## config.mk

```make
export PLATFORM = sky130hd
export DESIGN_NAME = life_window_gen
export DESIGN_NICKNAME = d
export VERILOG_FILES = /design/src/rtl/life_window_gen.sv
export SDC_FILE = /design/constraint.sdc
export NUM_CORES = 1
export LEC_CHECK = 0
export CAP_MARGIN = 20
export CORE_AREA = 2 2 111 194
export CTS_CLUSTER_DIAMETER = 80
export DETAILED_ROUTE_END_ITERATION = 6
export DIE_AREA = 0 0 113 196
export DONT_BUFFER_PORTS = 1
export GPL_ROUTABILITY_DRIVEN = 0
export PLACE_DENSITY = 0.47
export SLEW_MARGIN = 20
export SYNTH_ARGS = -nofsm -noshare
export SYNTH_HDL_FRONTEND = slang
export SYNTH_SLANG_ARGS = --single-unit
export TNS_END_PERCENT = 5
```

## constraint.sdc

```tcl
create_clock -name clk -period 9.35 [get_ports clk]
set_clock_uncertainty 0.15 [all_clocks]
set_input_delay 1.87 -clock clk [delete_from_list [all_inputs] [get_ports clk]]
set_output_delay 1.87 -clock clk [all_outputs]
set_load 0.005 [all_outputs]
```

## src/rtl/life_window_gen.sv

```systemverilog
`default_nettype none
// ============================================================================
// Module      : life_window_gen
// Description : Loads a W x H cell frame in raster order, then streams one
//               3x3 neighbourhood window per cell with valid/ready handshake.
// Revision    : 1.0 - initial release
// ============================================================================
module life_window_gen #(
    parameter int W    = 8,
    parameter int H    = 8,
    parameter int WRAP = 0
) (
    input  logic       clk,
    input  logic       rst_n,
    input  logic       in_valid,
    output logic       in_ready,
    input  logic       in_cell,
    output logic       out_valid,
    input  logic       out_ready,
    output logic       Tl,
    output logic       T,
    output logic       Tr,
    output logic       L,
    output logic       R,
    output logic       Bl,
    output logic       B,
    output logic       Br,
    output logic       C,
    output logic [3:0] out_x,
    output logic [3:0] out_y,
    output logic       out_last
);

    localparam int         c_N    = W * H;
    localparam int         c_IW   = $clog2(c_N);
    localparam logic [3:0] c_XMAX = 4'(W - 1);
    localparam logic [3:0] c_YMAX = 4'(H - 1);
    localparam logic       c_WRAP = (WRAP != 0);

    localparam logic [0:0] c_LOAD = 1'b0;
    localparam logic [0:0] c_SCAN = 1'b1;

    logic [0:0]     r_state;
    logic [c_N-1:0] r_mem;
    logic [3:0]     r_lx;
    logic [3:0]     r_ly;

    logic [c_N-1:0] w_frame;
    logic           w_in_fire;
    logic           w_out_fire;
    logic           w_load_last;
    logic           w_win_en;
    logic [3:0]     w_wx;
    logic [3:0]     w_wy;
    logic [3:0]     w_xm;
    logic [3:0]     w_xp;
    logic [3:0]     w_ym;
    logic [3:0]     w_yp;
    logic           w_xm_ok;
    logic           w_xp_ok;
    logic           w_ym_ok;
    logic           w_yp_ok;
    logic [8:0]     w_win;

    function automatic logic [c_IW-1:0] cell_idx(input logic [3:0] x, input logic [3:0] y);
        return c_IW'(y) * c_IW'(W) + c_IW'(x);
    endfunction

    function automatic logic rd(input logic [c_N-1:0] f, input logic ok,
                                input logic [3:0] x, input logic [3:0] y);
        return ok & f[cell_idx(x, y)];
    endfunction

    assign in_ready  = (r_state == c_LOAD);
    assign out_valid = (r_state == c_SCAN);

    always_comb begin
        w_in_fire   = in_valid && (r_state == c_LOAD);
        w_out_fire  = out_ready && (r_state == c_SCAN);
        w_load_last = (r_lx == c_XMAX) && (r_ly == c_YMAX);

        // Merge the cell being written so window (0,0) sees the final cell
        w_frame = r_mem;
        if (w_in_fire) begin
            w_frame[cell_idx(r_lx, r_ly)] = in_cell;
        end

        w_wx = 4'd0;
        w_wy = 4'd0;
        if (r_state == c_SCAN) begin
            if (out_x == c_XMAX) begin
                w_wy = out_y + 4'd1;
            end else begin
                w_wx = out_x + 4'd1;
                w_wy = out_y;
            end
        end
        w_win_en = (w_in_fire && w_load_last) || (w_out_fire && !out_last);
    end

    always_comb begin
        w_xm    = (w_wx == 4'd0)   ? c_XMAX : w_wx - 4'd1;
        w_xp    = (w_wx == c_XMAX) ? 4'd0   : w_wx + 4'd1;
        w_ym    = (w_wy == 4'd0)   ? c_YMAX : w_wy - 4'd1;
        w_yp    = (w_wy == c_YMAX) ? 4'd0   : w_wy + 4'd1;
        w_xm_ok = c_WRAP || (w_wx != 4'd0);
        w_xp_ok = c_WRAP || (w_wx != c_XMAX);
        w_ym_ok = c_WRAP || (w_wy != 4'd0);
        w_yp_ok = c_WRAP || (w_wy != c_YMAX);
        w_win   = {rd(w_frame, w_ym_ok & w_xm_ok, w_xm, w_ym),
                   rd(w_frame, w_ym_ok,           w_wx, w_ym),
                   rd(w_frame, w_ym_ok & w_xp_ok, w_xp, w_ym),
                   rd(w_frame, w_xm_ok,           w_xm, w_wy),
                   rd(w_frame, 1'b1,              w_wx, w_wy),
                   rd(w_frame, w_xp_ok,           w_xp, w_wy),
                   rd(w_frame, w_yp_ok & w_xm_ok, w_xm, w_yp),
                   rd(w_frame, w_yp_ok,           w_wx, w_yp),
                   rd(w_frame, w_yp_ok & w_xp_ok, w_xp, w_yp)};
    end

    always_ff @(posedge clk) begin
        r_mem <= w_frame;
    end

    always_ff @(posedge clk) begin
        if (!rst_n) begin
            r_state  <= c_LOAD;
            r_lx     <= 4'd0;
            r_ly     <= 4'd0;
            out_x    <= 4'd0;
            out_y    <= 4'd0;
            out_last <= 1'b0;
            {Tl, T, Tr, L, C, R, Bl, B, Br} <= 9'd0;
        end else begin
            if (w_in_fire) begin
                if (r_lx == c_XMAX) begin
                    r_lx <= 4'd0;
                    r_ly <= (r_ly == c_YMAX) ? 4'd0 : r_ly + 4'd1;
                end else begin
                    r_lx <= r_lx + 4'd1;
                end
                if (w_load_last) begin
                    r_state <= c_SCAN;
                end
            end
            if (w_out_fire && out_last) begin
                r_state  <= c_LOAD;
                out_last <= 1'b0;
            end
            if (w_win_en) begin
                {Tl, T, Tr, L, C, R, Bl, B, Br} <= w_win;
                out_x    <= w_wx;
                out_y    <= w_wy;
                out_last <= (w_wx == c_XMAX) && (w_wy == c_YMAX);
            end
        end
    end

endmodule
`default_nettype wire

```

==> flow_summary.json, run 1 <==
{
  "detail_route.wirelength_um": 28720,
  "hpwl_um": 21730,
  "tightest_slew_ns": 1.009,
  "diodes": 0,
  "grt_max_degree": 43,
  "hold_buffers": 0,
  "cp_max_fo": 31,
  "fin_setup_tns_ns": 0,
  "clk_latency_ns": 0.36,
  "synth_area_um2": 7071,
  "crit_chain": "nand2_1 -> inv_1 -> ha_1 -> nor3_1 -> nor2_4 -> mux4_2 -> mux2i_1 -> or3_1 -> o21ai_0 -> a32oi_1 -> a32o_1",
  "hp-class": "flip-flop to flip-flop",
  "cts_num_sinks": 91,
  "drc": 1,
  "startpoint_type": "flip-flop",
  "rsz0062_at_grt": "false",
  "finalCriticalPeriod_ns": 5.543,
  "first_iter_violations": 545,
  "nets": 837,
  "violations": "DRC",
  "synth_edf_count": 0,
  "coreArea_um2": 20670,
  "synth_sequential_area_ratio": 0.2577,
  "cp.required_ns": 9.50,
  "grt_pass1_vias": 6866,
  "via_count": 6957,
  "grt.total_usage": 0.2591,
  "drive_above_1_share": 0.08922,
  "async_flop_share": 0,
  "synthTopCellsByArea": "dfxtp_1 (26%), mux2i_1 (7.6%), ha_1 (5.0%)",
  "cts-root-buf": "clkbuf_16",
  "final_cell_mix": "dfxtp_1 (91), nand2_1 (79), inv_1 (58)",
  "dr.pass1.iters": 7,
  "yosysWarningCount": 0,
  "synth_cells": 849,
  "cts_made_buffers": 9,
  "post_cts_buffers": 0,
  "numPortBuffers": 0,
  "crit_path_end_kind": "flip-flop",
  "die_h_um": 196,
  "crit_arrival_ns": 5.69,
  "outcome": "finished, violations left",
  "final_cells": 1059,
  "crit_type": "flip-flop to flip-flop",
  "slew_viol_final": 0,
  "synth_area_per_cell_um2": 8.328,
  "pin_count": 25,
  "synth_top_area_cell": "dfxtp_1",
  "powerDensity_nw_per_um2": 114.3,
  "antenna_found_initial": 0,
  "period_share": 0.5928,
  "synthFlopType": "dfxtp_1",
  "dieArea_um2": 22150,
  "peakVddDrop_uv": 82.21,
  "cts_buffer_depth": 2,
  "cts_tree": "done",
  "ys_ff_latch": 91,
  "die_w_um": 113,
  "cts_resized": 0,
  "slew_headroom": 0.3257,
  "cpPeakStageDelay_ns": 0.90,
  "initial_core_util": 0.3421,
  "post_drt_wl_per_cell_um": 27.12,
  "final_common_cell": "dfxtp_1",
  "grt_overflow": 0,
  "hold_viol": 0,
  "leakage_uw": 0.002929,
  "clkTransAtPathRegs_ns": 0.07,
  "fillCellCount": 2196,
  "synth_top_area_share": 0.2577,
  "syn-num-nets": 882,
  "fp-row-count": 70,
  "ant_nets": 0,
  "htreeDepth": 3,
  "fmax_mhz": 180.4,
  "setup_viol": 0,
  "grt_first_pass_wirelength_um": 43040,
  "dp_cells": 1045,
  "avgViaCountPerCell": 6.569,
  "ys_types": 79,
  "critPathSlowestCell": "inv_1",
  "area_delta_synth_final_pct": 5.875,
  "maxCapViolCount": 0
}
## per-stage QoR
| step | power (uW) | hold slack (ns) | instance area [um^2] | worst slack, ns | utilization |
|---|---|---|---|---|---|
| after floorplan | 473.8 | 0.2995 | 7071 | 4.840 | - |
| after global placement | 498.3 | 0.3422 | 7187 | 3.654 | 0.3477 |
| after detailed placement | 498.8 | 0.3543 | 7187 | 3.546 | 0.3477 |
| after CTS | 856.5 | 0.3636 | 7466 | 3.522 | 0.3612 |
| after global routing | 877.9 | 0.3791 | 7486 | 3.531 | 0.3622 |
| final | 855.9 | 0.3626 | 7486 | 3.807 | 0.3622 |
## flip-flops by register name, summed over array words and instances (netlist names)
| name | cells |
|---|---|
| Tl | 1 |
| Bl | 1 |
| Tr | 1 |
| B | 1 |
| out_valid | 1 |
| L | 1 |
| R | 1 |
| out_x | 4 |
| Br | 1 |
| C | 1 |
| r_mem | 64 |
| out_y | 4 |
| r_ly | 4 |
| T | 1 |
| out_last | 1 |
| r_lx | 4 |
## per-layer routing
layer / vias up / global-route usage / wire [um]
li1: 3112 / - / -
met1: 3381 / 0.2668 / 9870
met2: 343 / 0.4617 / 14600
met3: 121 / 0.02873 / 1413
met4: 0 / 0.2159 / 2836
met5: - / 0 / 0
## kinds of logic after synthesis
kind of cell | share of synthesized area
mux | 0.1386
fa+ha+maj | 0.04955
simple gates | 0.1888
xor+xnor | 0.03203
buf+inv | 0.07309
flops | 0.2577
compound gates | 0.2603
## synthesized netlist by cell type, drive strengths merged (4+ instances only)
cell type and number:
nor4 25, o41a 4, buf 30, and3 4
o21a 21, mux2 13, nand3 12, a211oi 14
o21ai 38, a32o 6, nand2b 13, nor3 9
inv 58, mux2i 54, o211ai 21, o22ai 4
a32oi 5, o221ai 6, nor3b 5, a21boi 9
xor2 10, nor2b 10, o2111ai 9, nand2 79
nand4 18, dfxtp 91, or3 8, nor2 55
o41ai 33, and2 11, a21oi 24, mux4 13
o311ai 4, ha 28, xnor2 15, clkbuf 36
a31oi 6
## worst paths after layout
check / slack (ns) / from / endpoint / depth (start not counted)
worst min-delay path: 0.36 / r_mem[35] / r_mem[35] / 2
worst max-delay path: 3.81 / out_valid / Tr / 11
worst min register to register: 0.36 / r_mem[35] / r_mem[35] / 2
worst max register to register: 3.81 / out_valid / Tr / 11
## worst max-delay path, delay by kind of cell (launching register included)
kind                     cells  cell delay, ns
AO/OA/AOI/OAI                3            0.65
adder cells (fa/ha/maj)      1            0.49
buffers and inverters        1            0.90
flip-flops                   1            0.81
multiplexers                 2            0.94
AND/OR/NAND/NOR              4            1.51
## where the power goes
part           switching (uW)  internal, uW
Clock                     163           200
Combinational            57.3          30.5
Sequential               6.21           399
## cell type report
type,instances,area [um^2],share of cell area
sequential,91,1822,0.2434
clock inverter,1,8.758,0.001170
clock buffer,13,270.3,0.03610
tap,252,315.3,0.04212
multi-input combinational,633,4773,0.6376
timing repair buffer,10,75.07,0.01003
inverter,59,221.5,0.02958
Power figures use the tool's default switching activity.
==> inputs of run 2 (changes only) <==
==> constraint.sdc (replaced) <==
create_clock -name clk -period 5.65 [get_ports clk]
set_clock_uncertainty 0.15 [all_clocks]
set_input_delay 1.13 -clock clk [delete_from_list [all_inputs] [get_ports clk]]
set_output_delay 1.13 -clock clk [all_outputs]
set_load 0.005 [all_outputs]
==> run 2 against run 1 <==
The run still ends with DRC left. Final area up 1.7%. Critical path depth up 3. Power up 77%. Non-clock buffer count up 12. Final cell count up 1.3%. Worst hold slack better by 0.0054 ns. Maximum frequency up 23%. Flip-flop and latch count unchanged. Combinational power up 58%. Core utilization up 0.62 points. Via count down 0.53%. Clock power up 94%. Largest power group is now clock. Highest routed layer unchanged.
==> flow_summary.json, run 2 (same netlist as run 1, synthesis figures left out) <==
{
  "period_share": 0.7951,
  "hpwl_um": 21500,
  "hp-class": "flip-flop to flip-flop",
  "hold_buffers": 0,
  "finalPower_uw": 1513,
  "largest-register": "r_mem",
  "cts_tree": "done",
  "clkTransAtPathRegs_ns": 0.08,
  "diodes": 0,
  "numPortBuffers": 0,
  "final_common_cell": "dfxtp_1",
  "powerDensity_nw_per_um2": 198.8,
  "drc": 1,
  "die_w_um": 113,
  "grt_max_degree": 41,
  "cts_num_sinks": 91,
  "fmax_mhz": 222.6,
  "tightest_slew_ns": 1.059,
  "post_cts_buffers": 0,
  "crit_arrival_ns": 4.60,
  "dr.pass1.iters": 7,
  "avgViaCountPerCell": 6.449,
  "drive_above_1_share": 0.1035,
  "maxCapViolCount": 0,
  "r2r-start": "out_x[0]",
  "outcome": "finished, violations left",
  "ant_nets": 0,
  "antenna_found_initial": 0,
  "crit_path_end_kind": "flip-flop",
  "finalCriticalPeriod_ns": 4.493,
  "final_cell_mix": "dfxtp_1 (91), nand2_1 (79), inv_1 (58)",
  "cts_buffer_depth": 2,
  "hold_start": "Br",
  "clk_latency_ns": 0.36,
  "cts_made_buffers": 9,
  "post_drt_wl_per_cell_um": 26.34,
  "detail_route.wirelength_um": 28260,
  "first_iter_violations": 541,
  "utilization": 0.3683,
  "rsz0062_at_grt": "false",
  "coreArea_um2": 20670,
  "cpPeakStageDelay_ns": 0.62,
  "violations": "DRC",
  "crit_chain": "ha_1 -> nand3b_1 -> nand2_1 -> buf_4 -> ha_1 -> or3_1 -> and2_1 -> mux2i_1 -> o32ai_1 -> a211oi_1 -> buf_4 -> a21oi_1 -> a211o_1 -> a32o_1",
  "setup_viol": 0,
  "fp-row-count": 70,
  "startpoint_type": "flip-flop",
  "slew_viol_final": 0,
  "leakage_uw": 0.003006,
  "largest_reg_flops": 64,
  "cp_top_family": "simple AND/OR/NAND/NOR gates",
  "grt_first_pass_wirelength_um": 43060,
  "final_cells": 1073,
  "hold_ws_ns": 0.3680,
  "htreeDepth": 3,
  "cts_resized": 0,
  "grt_pass1_vias": 7120,
  "pin_count": 25,
  "peakVddDrop_uv": 118.8,
  "die_h_um": 196,
  "dieArea_um2": 22150,
  "via_count": 6920,
  "initial_core_util": 0.3421,
  "grt_overflow": 0,
  "nets": 849,
  "cp_max_fo": 23,
  "cp.required_ns": 5.75,
  "fin_setup_tns_ns": 0,
  "grt.total_usage": 0.2556,
  "critical_path_buf_inv_count": 2,
  "crit_path_start": "out_x[0]",
  "area_delta_synth_final_pct": 7.680,
  "hold_viol": 0,
  "critPathSlowestCell": "and2_1",
  "dp_cells": 1057,
  "slew_headroom": 0.2925,
  "crit_type": "flip-flop to flip-flop",
  "cts-root-buf": "clkbuf_16"
}
-- run 2: final cells by class --
type                            count  area, um^2
Sequential cell                    91        1822
Timing Repair Buffer               22       165.2
Clock buffer                       11       252.7
Inverter                           59       221.5
Clock inverter                      5       83.83
Tap cell                          252       315.3
Fill cell                        2150       13060
Multi-Input combinational cell    633        4753
-- run 2: where the power goes --
part	total [uW]	switching, uW	internal, uW
Clock	706	291	414
Combinational	139	91.3	48.0
Sequential	669	8.96	660
-- run 2: per-layer routing --
layer / up-vias / GRT usage / part of all wire / wire [um]
met5: - / 0 / 0 / 0
met4: 0 / 0.1992 / 0.080 / 2266
met3: 122 / 0.03985 / 0.051 / 1446
met2: 333 / 0.4531 / 0.52 / 14630
met1: 3341 / 0.2641 / 0.35 / 9921
li1: 3124 / - / - / -
-- run 2: tightest hold or removal path: stages (launching register included) --
cell     delay [ns]
dfxtp_1        0.36
a32oi_1        0.07
o31ai_1        0.06
-- run 2: worst paths after layout --
path                            endpoint  slack [ns]  cells past startpoint
worst min-delay path                  Br        0.37                      2
worst max-delay path                  Bl        1.16                     14
worst min register to register        Br        0.37                      2
worst max register to register        Bl        1.16                     14
-- run 2: metrics by stage --
step / setup WS, ns / area (um^2)
after floorplan: 1.838 / 7071
after CTS: 1.126 / 7614
after global routing: 0.8247 / 7614
after detailed placement: 1.163 / 7277
final: 1.157 / 7614
after global placement: 1.202 / 7277
==> inputs of run 3 (changes only) <==
--- a/config.mk
+++ b/config.mk
@@ -12,7 +12,7 @@
 export DIE_AREA = 0 0 113 196
 export DONT_BUFFER_PORTS = 1
 export GPL_ROUTABILITY_DRIVEN = 0
-export PLACE_DENSITY = 0.47
+export PLACE_DENSITY = 0.49
 export SLEW_MARGIN = 20
 export SYNTH_ARGS = -nofsm -noshare
 export SYNTH_HDL_FRONTEND = slang
==> constraint.sdc (replaced) <==
create_clock -name clk -period 3.7 [get_ports clk]
set_clock_uncertainty 0.15 [all_clocks]
set_input_delay 0.74 -clock clk [delete_from_list [all_inputs] [get_ports clk]]
set_output_delay 0.74 -clock clk [all_outputs]
set_load 0.005 [all_outputs]
==> run 3 against run 2 <==
The run still ends with DRC left. Largest power group is now sequential cells. Flip-flop and latch count did not move. Register-to-register slack got worse by 1.1 ns. First-iteration DRC count fell by 19%. Global-route usage rose by 0.88 points. Non-clock buffer count rose by 120.
==> flow_summary.json, run 3 (same netlist as run 1, synthesis figures left out) <==
{
  "grt_first_pass_wirelength_um": 44040,
  "grt.total_usage": 0.2644,
  "final_common_cell": "buf_4",
  "dieArea_um2": 22150,
  "hp-class": "input pin to flip-flop",
  "crit_chain": "ha_1 -> ha_2 -> buf_12 -> or2_0 -> buf_4 -> o41a_1 -> a31oi_1 -> mux2i_1 -> a211oi_2 -> buf_4 -> a21oi_1 -> a211o_1 -> a32o_1",
  "peakVddDrop_uv": 193.5,
  "area_delta_synth_final_pct": 25.55,
  "fillCellCount": 2121,
  "hold_viol": 0,
  "crit_top_cell": "buf_4",
  "p_sw_uw": 576.9,
  "violations": "DRC",
  "diodes": 0,
  "startpoint_type": "flip-flop",
  "dp_slack_ns": -0.1110,
  "clk_latency_ns": 0.36,
  "critical_path_buf_inv_count": 3,
  "largest_reg_flops": 64,
  "fmax_mhz": 276.0,
  "fin_setup_tns_ns": 0,
  "largest-register": "r_mem",
  "drc": 1,
  "crit_path_end_kind": "flip-flop",
  "first_iter_violations": 438,
  "dr.pass1.iters": 7,
  "pin_count": 25,
  "cpPeakStageDelay_ns": 0.42,
  "cts_tree": "done",
  "cts-root-buf": "clkbuf_16",
  "numPortBuffers": 0,
  "pwr-share-seq": 0.468,
  "leakage_uw": 0.003643,
  "crit_type": "flip-flop to flip-flop",
  "ff_latch_area_um2": 1822,
  "power_frac_clock": 0.417,
  "clkTransAtPathRegs_ns": 0.07,
  "powerDensity_nw_per_um2": 245.4,
  "grt_overflow": 0,
  "cp_top_family": "compound AO/OA/AOI/OAI gates",
  "netSwitchingFraction": 0.2648,
  "maxCapViolCount": 0,
  "power_frac_comb": 0.116,
  "grt_max_degree": 41,
  "cp.required_ns": 3.81,
  "cts_buffer_depth": 2,
  "initial_core_util": 0.3421,
  "grt_pass1_vias": 7333,
  "outcome": "finished, violations left",
  "post_drt_wl_per_cell_um": 24.60,
  "fp-row-count": 70,
  "critPathSlowestCell": "o41a_1",
  "setup_viol": 0,
  "hold_start": "rst_n",
  "r2r-start": "r_lx[3]",
  "internal-power_uw": 1602,
  "finalPower_uw": 2179,
  "period_share": 0.9793,
  "slew_headroom": 0.3361,
  "ant_nets": 0,
  "die_h_um": 196,
  "fin_ws_ns": 0.07656,
  "final_cell_mix": "buf_4 (130), dfxtp_1 (91), nand2_1 (78)",
  "drive_above_1_share": 0.2540,
  "tightest_slew_ns": 0.9958,
  "cts_num_sinks": 91,
  "crit_path_start": "r_lx[3]",
  "slew_viol_final": 0,
  "detail_route.wirelength_um": 29350,
  "hold_buffers": 0,
  "nets": 969,
  "rsz0062_at_grt": "true",
  "coreArea_um2": 20670,
  "crit_arrival_ns": 3.73,
  "die_w_um": 113,
  "via_count": 7319,
  "htreeDepth": 3,
  "finalCriticalPeriod_ns": 3.623,
  "antenna_found_initial": 0,
  "cts_made_buffers": 9,
  "multiInputGateArea_um2": 5046,
  "hpwl_um": 22360,
  "avgViaCountPerCell": 6.135,
  "cp_max_fo": 8
}
run 3: cell count changes in the layout (fill, tap and decap cells not counted), moves of 3 or more:
cell      before  now
buf_4         22  130
buf_12         0   10
nor4_1        23   15
o41ai_1       26   18
mux2i_1       54   48
mux2i_2        0    6
o41ai_2        6   12
nor4_2         2    7
clkbuf_1       0    3
nor4_4         0    3
run 3: per-layer routing:
layer  track usage  up-vias  share of wire
met5             0        -              0
met4        0.1766        0          0.077
met3       0.02749      126          0.037
met2        0.4932      259           0.53
met1        0.2730     3563           0.36
li1              -     3371              -
run 3: layout make-up:
type | instances | area share
Timing Repair Buffer | 142 | 0.1350
Clock buffer | 14 | 0.02974
Multi-Input combinational cell | 633 | 0.5684
Tap cell | 252 | 0.03552
Sequential cell | 91 | 0.2052
Clock inverter | 2 | 0.001128
Inverter | 59 | 0.02495
run 3: per-stage QoR:
step,cells,instance area (um^2),util,hold slack (ns)
2_1_floorplan,849,7082,-,0.2995
3_3_place_gp,1173,8280,0.4006,0.3224
3_5_place_dp,1173,8280,0.4006,0.3393
4_1_cts,1189,8579,0.4151,0.3454
5_1_grt,1193,8877,0.4295,0.3476
6_report,1193,8877,0.4295,0.3504
run 3: path summary, 6_finish.rpt:
path / endpoint / slack, ns / depth (start not counted)
setup / recovery: Bl / 0.08 / 13
setup reg to reg: Bl / 0.08 / 13
hold reg to reg: r_mem[1] / 0.36 / 2
hold / removal: out_x[3] / 0.35 / 1
run 3: timing repair:
action,4_1_cts,5_1_grt
resized for setup,4,46
endpoints found under the setup margin,4,9
setup buffers,0,4
pin swaps,0,7
run 3: worst reg2reg max path: stages, from the launching register on:
cell	delay, ns
dfxtp_1	0.34
ha_1	0.20
ha_2	0.28
buf_12	0.15
or2_0	0.26
buf_4	0.20
o41a_1	0.42
a31oi_1	0.33
mux2i_1	0.14
a211oi_2	0.29
buf_4	0.19
a21oi_1	0.07
a211o_1	0.27
a32o_1	0.23
run 3: power groups by stage:
stage               Clock [uW]  Sequential [uW]  Combinational, uW
floorplan                    0             1040                160
global placement             0             1040                228
detailed placement           0             1040                229
CTS                        917             1020                231
global route               955             1020                267
finish                     907             1020                252
